[src/rtl/apb_cmd_master.sv]
// APB initiator: converts a valid/ready command stream into APB setup/access
// transfers and returns one response per command (read data or timeout error).
module apb_cmd_master #(
    parameter int ADDR_W  = 32,
    parameter int DATA_W  = 32,
    parameter int TIMEOUT = 16,
    parameter int CNT_W   = 8
) (
    input  logic              PCLK,
    input  logic              PRESETn,
    input  logic              cmd_valid,
    output logic              cmd_ready,
    input  logic              cmd_write,
    input  logic [ADDR_W-1:0] cmd_addr,
    input  logic [DATA_W-1:0] cmd_wdata,
    output logic              rsp_valid,
    input  logic              rsp_ready,
    output logic [DATA_W-1:0] rsp_rdata,
    output logic              rsp_err,
    output logic              busy,
    output logic              PSEL,
    output logic              PENABLE,
    output logic              PWRITE,
    output logic [ADDR_W-1:0] PADDR,
    output logic [DATA_W-1:0] PWDATA,
    input  logic [DATA_W-1:0] PRDATA,
    input  logic              PREADY,
    output logic [1:0]        o_dbg_state
);

    localparam logic [1:0] S_IDLE   = 2'd0;
    localparam logic [1:0] S_SETUP  = 2'd1;
    localparam logic [1:0] S_ACCESS = 2'd2;
    localparam logic [1:0] S_RESP   = 2'd3;

    // Counter value at which one more PREADY-low ACCESS cycle means abort.
    localparam logic [CNT_W-1:0] LP_LAST = CNT_W'((TIMEOUT == 0) ? 0 : TIMEOUT - 1);

    logic [1:0]        r_state;
    logic [CNT_W-1:0]  r_cnt;
    logic              r_cmd_ready;
    logic              r_busy;
    logic              r_psel;
    logic              r_penable;
    logic              r_pwrite;
    logic [ADDR_W-1:0] r_paddr;
    logic [DATA_W-1:0] r_pwdata;
    logic              r_rsp_valid;
    logic [DATA_W-1:0] r_rsp_rdata;
    logic              r_rsp_err;

    logic w_accept;
    logic w_timeout;

    assign w_accept  = cmd_valid && r_cmd_ready;
    assign w_timeout = (TIMEOUT != 0) && !PREADY && (r_cnt == LP_LAST);

    always_ff @(posedge PCLK or negedge PRESETn) begin
        if (!PRESETn) begin
            r_state     <= S_IDLE;
            r_cnt       <= '0;
            r_cmd_ready <= 1'b1;
            r_busy      <= 1'b0;
            r_psel      <= 1'b0;
            r_penable   <= 1'b0;
            r_pwrite    <= 1'b0;
            r_paddr     <= '0;
            r_pwdata    <= '0;
            r_rsp_valid <= 1'b0;
            r_rsp_rdata <= '0;
            r_rsp_err   <= 1'b0;
        end else begin
            case (r_state)
                S_IDLE: begin
                    if (w_accept) begin
                        r_pwrite    <= cmd_write;
                        r_paddr     <= cmd_addr;
                        r_pwdata    <= cmd_wdata;
                        r_psel      <= 1'b1;
                        r_cnt       <= '0;
                        r_cmd_ready <= 1'b0;
                        r_busy      <= 1'b1;
                        r_state     <= S_SETUP;
                    end
                end
                S_SETUP: begin
                    r_penable <= 1'b1;
                    r_state   <= S_ACCESS;
                end
                S_ACCESS: begin
                    if (PREADY) begin
                        r_rsp_rdata <= r_pwrite ? '0 : PRDATA;
                        r_rsp_err   <= 1'b0;
                        r_rsp_valid <= 1'b1;
                        r_psel      <= 1'b0;
                        r_penable   <= 1'b0;
                        r_state     <= S_RESP;
                    end else begin
                        r_cnt <= r_cnt + 1'b1;
                        if (w_timeout) begin
                            r_rsp_rdata <= '0;
                            r_rsp_err   <= 1'b1;
                            r_rsp_valid <= 1'b1;
                            r_psel      <= 1'b0;
                            r_penable   <= 1'b0;
                            r_state     <= S_RESP;
                        end
                    end
                end
                S_RESP: begin
                    // Response fields stay frozen until the consumer takes them.
                    if (rsp_ready) begin
                        r_rsp_valid <= 1'b0;
                        r_cmd_ready <= 1'b1;
                        r_busy      <= 1'b0;
                        r_state     <= S_IDLE;
                    end
                end
                default: r_state <= S_IDLE;
            endcase
        end
    end

    assign cmd_ready   = r_cmd_ready;
    assign busy        = r_busy;
    assign PSEL        = r_psel;
    assign PENABLE     = r_penable;
    assign PWRITE      = r_pwrite;
    assign PADDR       = r_paddr;
    assign PWDATA      = r_pwdata;
    assign rsp_valid   = r_rsp_valid;
    assign rsp_rdata   = r_rsp_rdata;
    assign rsp_err     = r_rsp_err;
    assign o_dbg_state = r_state;

endmodule

[config.mk]
export PLATFORM = sky130hd
export DESIGN_NAME = apb_cmd_master
export DESIGN_NICKNAME = d
export VERILOG_FILES = /design/src/rtl/apb_cmd_master.sv
export SDC_FILE = /design/constraint.sdc
export NUM_CORES = 1
export LEC_CHECK = 0
export BUFFER_PORTS_ARGS = -buffer_cell sky130_fd_sc_hd__clkbuf_2
export CAP_MARGIN = 20
export CELL_PAD_IN_SITES_DETAIL_PLACEMENT = 0
export CELL_PAD_IN_SITES_GLOBAL_PLACEMENT = 1
export CORE_ASPECT_RATIO = 1.1
export CORE_MARGIN = 5
export CORE_UTILIZATION = 35
export CTS_BUF_LIST = sky130_fd_sc_hd__clkbuf_8
export DETAILED_ROUTE_END_ITERATION = 10
export GPL_TIMING_DRIVEN = 0
export PLACE_DENSITY_LB_ADDON = 0.1
export SETUP_SLACK_MARGIN = 0.15
export SLEW_MARGIN = 30
export SYNTH_ARGS = -nofsm -noshare
export SYNTH_HDL_FRONTEND = slang
export SYNTH_SLANG_ARGS = --single-unit
[constraint.sdc]
create_clock -name PCLK -period 2.7 [get_ports PCLK]
set_clock_uncertainty 0.1 [all_clocks]
set_input_delay 0.405 -clock PCLK [delete_from_list [all_inputs] [get_ports PCLK]]
set_output_delay 0.405 -clock PCLK [all_outputs]
set_load 0.1 [all_outputs]
==> results of run 1 <==
==> flip-flops by register name (all words and copies together) (netlist names) <==
| register | flops |
|---|---|
| PSEL | 1 |
| PADDR | 32 |
| o_dbg_state | 2 |
| rsp_err | 1 |
| PWDATA | 32 |
| PWRITE | 1 |
| cmd_ready | 1 |
| busy | 1 |
| PENABLE | 1 |
| r_cnt | 8 |
| rsp_rdata | 32 |
| rsp_valid | 1 |
==> worst paths after layout <==
path | cells past startpoint | from | to
min in group asynchronous | 2 | PRESETn | o_dbg_state[0]
max | 6 | o_dbg_state[0] | r_cnt[7]
max in group asynchronous | 3 | PRESETn | PWDATA[6]
min | 3 | cmd_addr[26] | PADDR[26]
min reg2reg | 2 | PADDR[14] | PADDR[14]
max reg2reg | 6 | o_dbg_state[0] | r_cnt[7]
==> metrics by stage <==
stage,hold slack [ps],util (%),instance area [µm²],instances,TNS [ps]
floorplan,9.41,-,4390,437,0
global route,23.0,48.7,6060,833,0
finish,55.0,48.7,6060,833,0
detailed placement,277,45.5,5660,801,0
CTS,14.4,48.7,6060,833,0
global placement,358,45.2,5620,800,-65950
==> kinds of logic after synthesis <==
kind of cell / synth area share, %
AO/OA/AOI/OAI: 9.70
adder cells (fa/ha/maj): 1.43
multiplexers: 0.228
AND/OR/NAND/NOR: 20.7
flip-flops: 64.5
buffers and inverters: 2.91
XOR/XNOR: 0.599
==> layout make-up <==
type / instances / area (µm²)
Timing Repair Buffer: 208 / 1080
Buffer: 24 / 98.8
Clock inverter: 11 / 113
Multi-Input combinational cell: 292 / 1430
Sequential cell: 113 / 2840
Inverter: 8 / 30.0
Tap cell: 157 / 196
Fill cell: 1235 / 6370
Clock buffer: 20 / 275
==> cell usage after synthesis, types with 3 or more instances <==
library cell	n
nand3_1	5
a22o_1	32
o21ai_0	10
nor2_1	7
inv_1	8
a21oi_1	7
nand2_1	200
ha_1	5
xnor2_1	3
dfrtp_1	112
clkbuf_1	22
==> placed cells by master, fill, tap and decap left out, drive strengths merged, types with 2 or more instances in the layout <==
| cell type | netlist | routed |
|---|---|---|
| a21oi | 7 | 7 |
| a22o | 32 | 32 |
| and3 | 2 | 2 |
| buf | 2 | 3 |
| bufinv | 0 | 2 |
| clkbuf | 22 | 248 |
| clkinv | 0 | 6 |
| clkinvlp | 0 | 3 |
| dfrtp | 112 | 112 |
| ha | 5 | 5 |
| inv | 8 | 8 |
| nand2 | 200 | 200 |
| nand2b | 2 | 2 |
| nand3 | 5 | 5 |
| nor2 | 7 | 7 |
| nor4 | 2 | 2 |
| nor4b | 2 | 2 |
| o21ai | 10 | 10 |
| or3 | 2 | 2 |
| or4 | 2 | 2 |
| xnor2 | 3 | 3 |
==> timing repair <==
action	CTS	global route
gates resized for setup	1	0
endpoints found under the hold margin	44	0
hold buffers	1	0
setup endpoints to repair	30	0
==> routing by layer <==
layer  part of all wire, %  global-route usage (%)
met5                     0                       0
met4                   2.0                    7.62
met3                    11                    8.05
met2                    47                    25.6
met1                    40                    20.3
==> critical path, stage by stage, from the launching register on <==
cell and delay [ps]:
dfrtp_4 440, inv_2 50, ha_1 270, a21boi_2 240, or4_4 590, or4_1 520
a21oi_1 150
==> results_dict.tcl, run 1 <==
set metrics [dict create \
    die_x_um 117 \
    netlist_area_mm2 0.00439 \
    nets 771 \
    coreArea_mm2 0.0124 \
    setup_viol 0 \
    post_cts_buffers 0 \
    postSynthAreaPerCell_um2 10.0 \
    drive_gt1_share_pct 36.5 \
    period_share_pct 90.7 \
    place_congestion 0.759 \
    final-hold-violation-count 0 \
    async_reset_ff_share_pct 100 \
    synth_nets 544 \
    cp-end-kind "flip-flop" \
    grt_overflow 0 \
    cts_buffers 17 \
    grt_util_all_layers_pct 16.9 \
    hpwl_um 8990 \
    grt_max_degree 69 \
    synth-edff-count 0 \
    max_slew_margin_pct 62.1 \
    cts-root-buf "clkbuf_8" \
    synth_top_area_share_pct 63.9 \
    clock_sinks 113 \
    r2r_setup_slack_ps 250 \
    wirelength_um 12200 \
    antenna_found_initial 0 \
    path_max_fanout 8 \
    min_path_type "input pin to flip-flop" \
    cp.arrival_ps 2700 \
    io_pins 207 \
    grt_pass1_wl_um 19600 \
    ys_top_cells_by_area "dfrtp_1, nand2_1, a22o_1" \
    ys_seq_area_share_pct 64.5 \
    worst_slew_pin_slew_ps 571 \
    grt_setup_unrepaired "no" \
    drc 0 \
    wl_per_cell_um 14.6 \
    cts_tree "yes" \
    n_antenna_cell 0 \
    htree_num_levels 4 \
    die_h_um 127 \
    row_count 43 \
    initial_core_util_pct 35.3 \
    ctsLongestPathBuffers 2 \
    synthDistinctLibCells 32 \
    cp.required_ps 2950 \
    crit_type "flip-flop to flip-flop" \
    finalWorstSetupSlack_ps 251 \
    yosys.area.top_type "dfrtp_1" \
    vias 3844 \
    drv_cap 0 \
    io_buffers 206 \
    status "finished, final reports clean" \
    synth_seq_cells 113 \
    synthCells 437 \
    drv_slew 0 \
    period_minus_slack_ps 2450 \
    max_freq_mhz 408 \
    areaGrowthSynthToFinish_pct 38.1 \
    grt_pass1_vias 3902 \
    clk_pin_slew_ps 70 \
    dp_slack_ps 99.9 \
    yosys_warnings 0 \
    clk_latency_ps 430 \
    drtIter0Drc 193 \
    startpoint_type "flip-flop" \
    ant_nets 0 \
    via_per_inst 4.61 \
    dominantRegCellSynth "dfrtp_1" \
    die_area_mm2 0.0149 \
    firstDrtPassIters 5 \
]
Power of run 1 is not shown: default switching activity piles up to over one toggle a cycle in this logic, so the estimate is an artifact.
==> inputs of run 2 (changes only) <==
clock period = 2.42 ns   (was 2.7 ns; I/O delays follow)
==> run 2 against run 1 <==
Net effect: routed wire length up 3.9%; cell area up 4.7%; setup slack worse by 18 ps; maximum frequency up 12%; first-iteration DRC count down 23%; global-route usage up 0.59 points.
==> results_dict.tcl, run 2 (same netlist as run 1, synthesis figures left out) <==
set metrics [dict create \
    die_area_mm2 0.0149 \
    die_h_um 127 \
    vias 3916 \
    max_freq_mhz 457 \
    ctsLongestPathBuffers 2 \
    cp.required_ps 2670 \
    initial_core_util_pct 35.3 \
    tns_ps 0 \
    crit_type "flip-flop to flip-flop" \
    clk_pin_slew_ps 60 \
    dp_slack_ps -149 \
    max_slew_margin_pct 61.3 \
    cts-root-buf "clkbuf_8" \
    ant_nets 0 \
    drv_slew 0 \
    worstReg2RegStart "o_dbg_state[1]" \
    fin_cells 859 \
    fin_area_mm2 0.00634 \
    grt_util_all_layers_pct 17.5 \
    via_per_inst 4.56 \
    finalWorstSetupSlack_ps 233 \
    slowest_delay_ps 540 \
    grt_setup_unrepaired "yes" \
    row_count 43 \
    hold-path-endpoint "PADDR[9]" \
    place_congestion 0.756 \
    grt_pass1_wl_um 20100 \
    drc 0 \
    nets 798 \
    drtIter0Drc 149 \
    period_minus_slack_ps 2190 \
    drive_gt1_share_pct 36.8 \
    layout_common_cells "clkbuf_2, nand2_1, dfrtp_1" \
    min_path_cells 3 \
    grt_pass1_vias 3987 \
    setup_viol 0 \
    r2r_setup_slack_ps 230 \
    cp_num_buf_inv 1 \
    n_antenna_cell 0 \
    cp.arrival_ps 2430 \
    worst_slew_pin_slew_ps 583 \
    cts_buffers 17 \
    post_cts_buffers 0 \
    wirelength_um 12700 \
    cts_tree "yes" \
    min_path_type "input pin to flip-flop" \
    clk_latency_ps 420 \
    die_x_um 117 \
    hpwl_um 9270 \
    layout_commonest_cell "clkbuf_2" \
    cpMaxStageDelayCell "or4_4" \
    final-hold-violation-count 0 \
    antenna_found_initial 0 \
    status "finished, final reports clean" \
    grt_max_degree 66 \
    drv_cap 0 \
    r2r_cells 6 \
    htree_num_levels 4 \
    place_area_mm2 0.00568 \
    coreArea_mm2 0.0124 \
    critical_path.cell_chain "ha_4, and2_4, buf_6, or4_4, or4_1, a21oi_1" \
    period_share_pct 90.4 \
    r2r-end "r_cnt[7]" \
    firstDrtPassIters 4 \
    clock_sinks 113 \
    io_buffers 206 \
    startpoint_type "flip-flop" \
    crit_family "simple AND/OR/NAND/NOR gates" \
    areaGrowthSynthToFinish_pct 44.6 \
    path_max_fanout 7 \
    grt_overflow 0 \
    io_pins 207 \
    min-delay-start "cmd_addr[9]" \
    cp-end-kind "flip-flop" \
    dp.cells 801 \
    wl_per_cell_um 14.7 \
]
[run 2: changes by cell type in the layout (fill, tap and decap cells not counted), sizes merged]
cell         before  now
clkinvlp          3    0
dlygate4sd3       1   28
clkinv            6    5
buf               3    5
bufinv            2    1
inv               8   10
[run 2: layout make-up]
cell class              instances  area (µm²)
plain buffers                  24         114
clock buffers                  22         303
clock inverters                 8        62.6
fillers                      1204        6080
inverters                       8        32.5
multi-input cells             292        1450
flip-flops and latches        113        2840
well taps                     157         196
repair buffers                235        1350
[run 2: layer usage]
layer,up-vias,GRT usage (%),wire length (µm)
met2,147,27.8,6050
met1,1825,21.0,5170
met4,0,7.29,236
li1,1929,-,-
met3,15,6.96,1200
met5,-,0,0
[run 2: how the worst max path moves through the flow]
stage / cells after the start / endpoint / startpoint / slack (ps)
final: 6 / r_cnt[7] / o_dbg_state[1] / 230
after global routing: 6 / r_cnt[7] / o_dbg_state[0] / 150
after CTS: 6 / r_cnt[7] / o_dbg_state[0] / 170
after detailed placement: 8 / PWDATA[2] / o_dbg_state[1] / -150
after global placement: 1 / o_dbg_state[0] / PRESETn / -1260
after floorplan: 7 / r_cnt[7] / o_dbg_state[0] / 110
[run 2: metrics by stage]
step | util [%] | hold WS (ps)
CTS | 50.9 | 1.02
floorplan | - | -32.6
global route | 51.0 | 1.10
global placement | 45.4 | 358
detailed placement | 45.7 | 246
finish | 51.0 | 29.7
[run 2: worst register-to-register path, cell delays in order (launching register included)]
cell and delay, ps:
dfrtp_4 510, ha_4 180, and2_4 130, buf_6 120, or4_4 540, or4_1 410, a21oi_1 130
[run 2: what timing repair did]
action / CTS / global route
resized for setup: 7 / 14
endpoints found under the hold margin: 73 / 1
endpoints found under the setup margin: 60 / 74
hold buffers: 27 / 1
Power of run 2 is left out for the same reason.
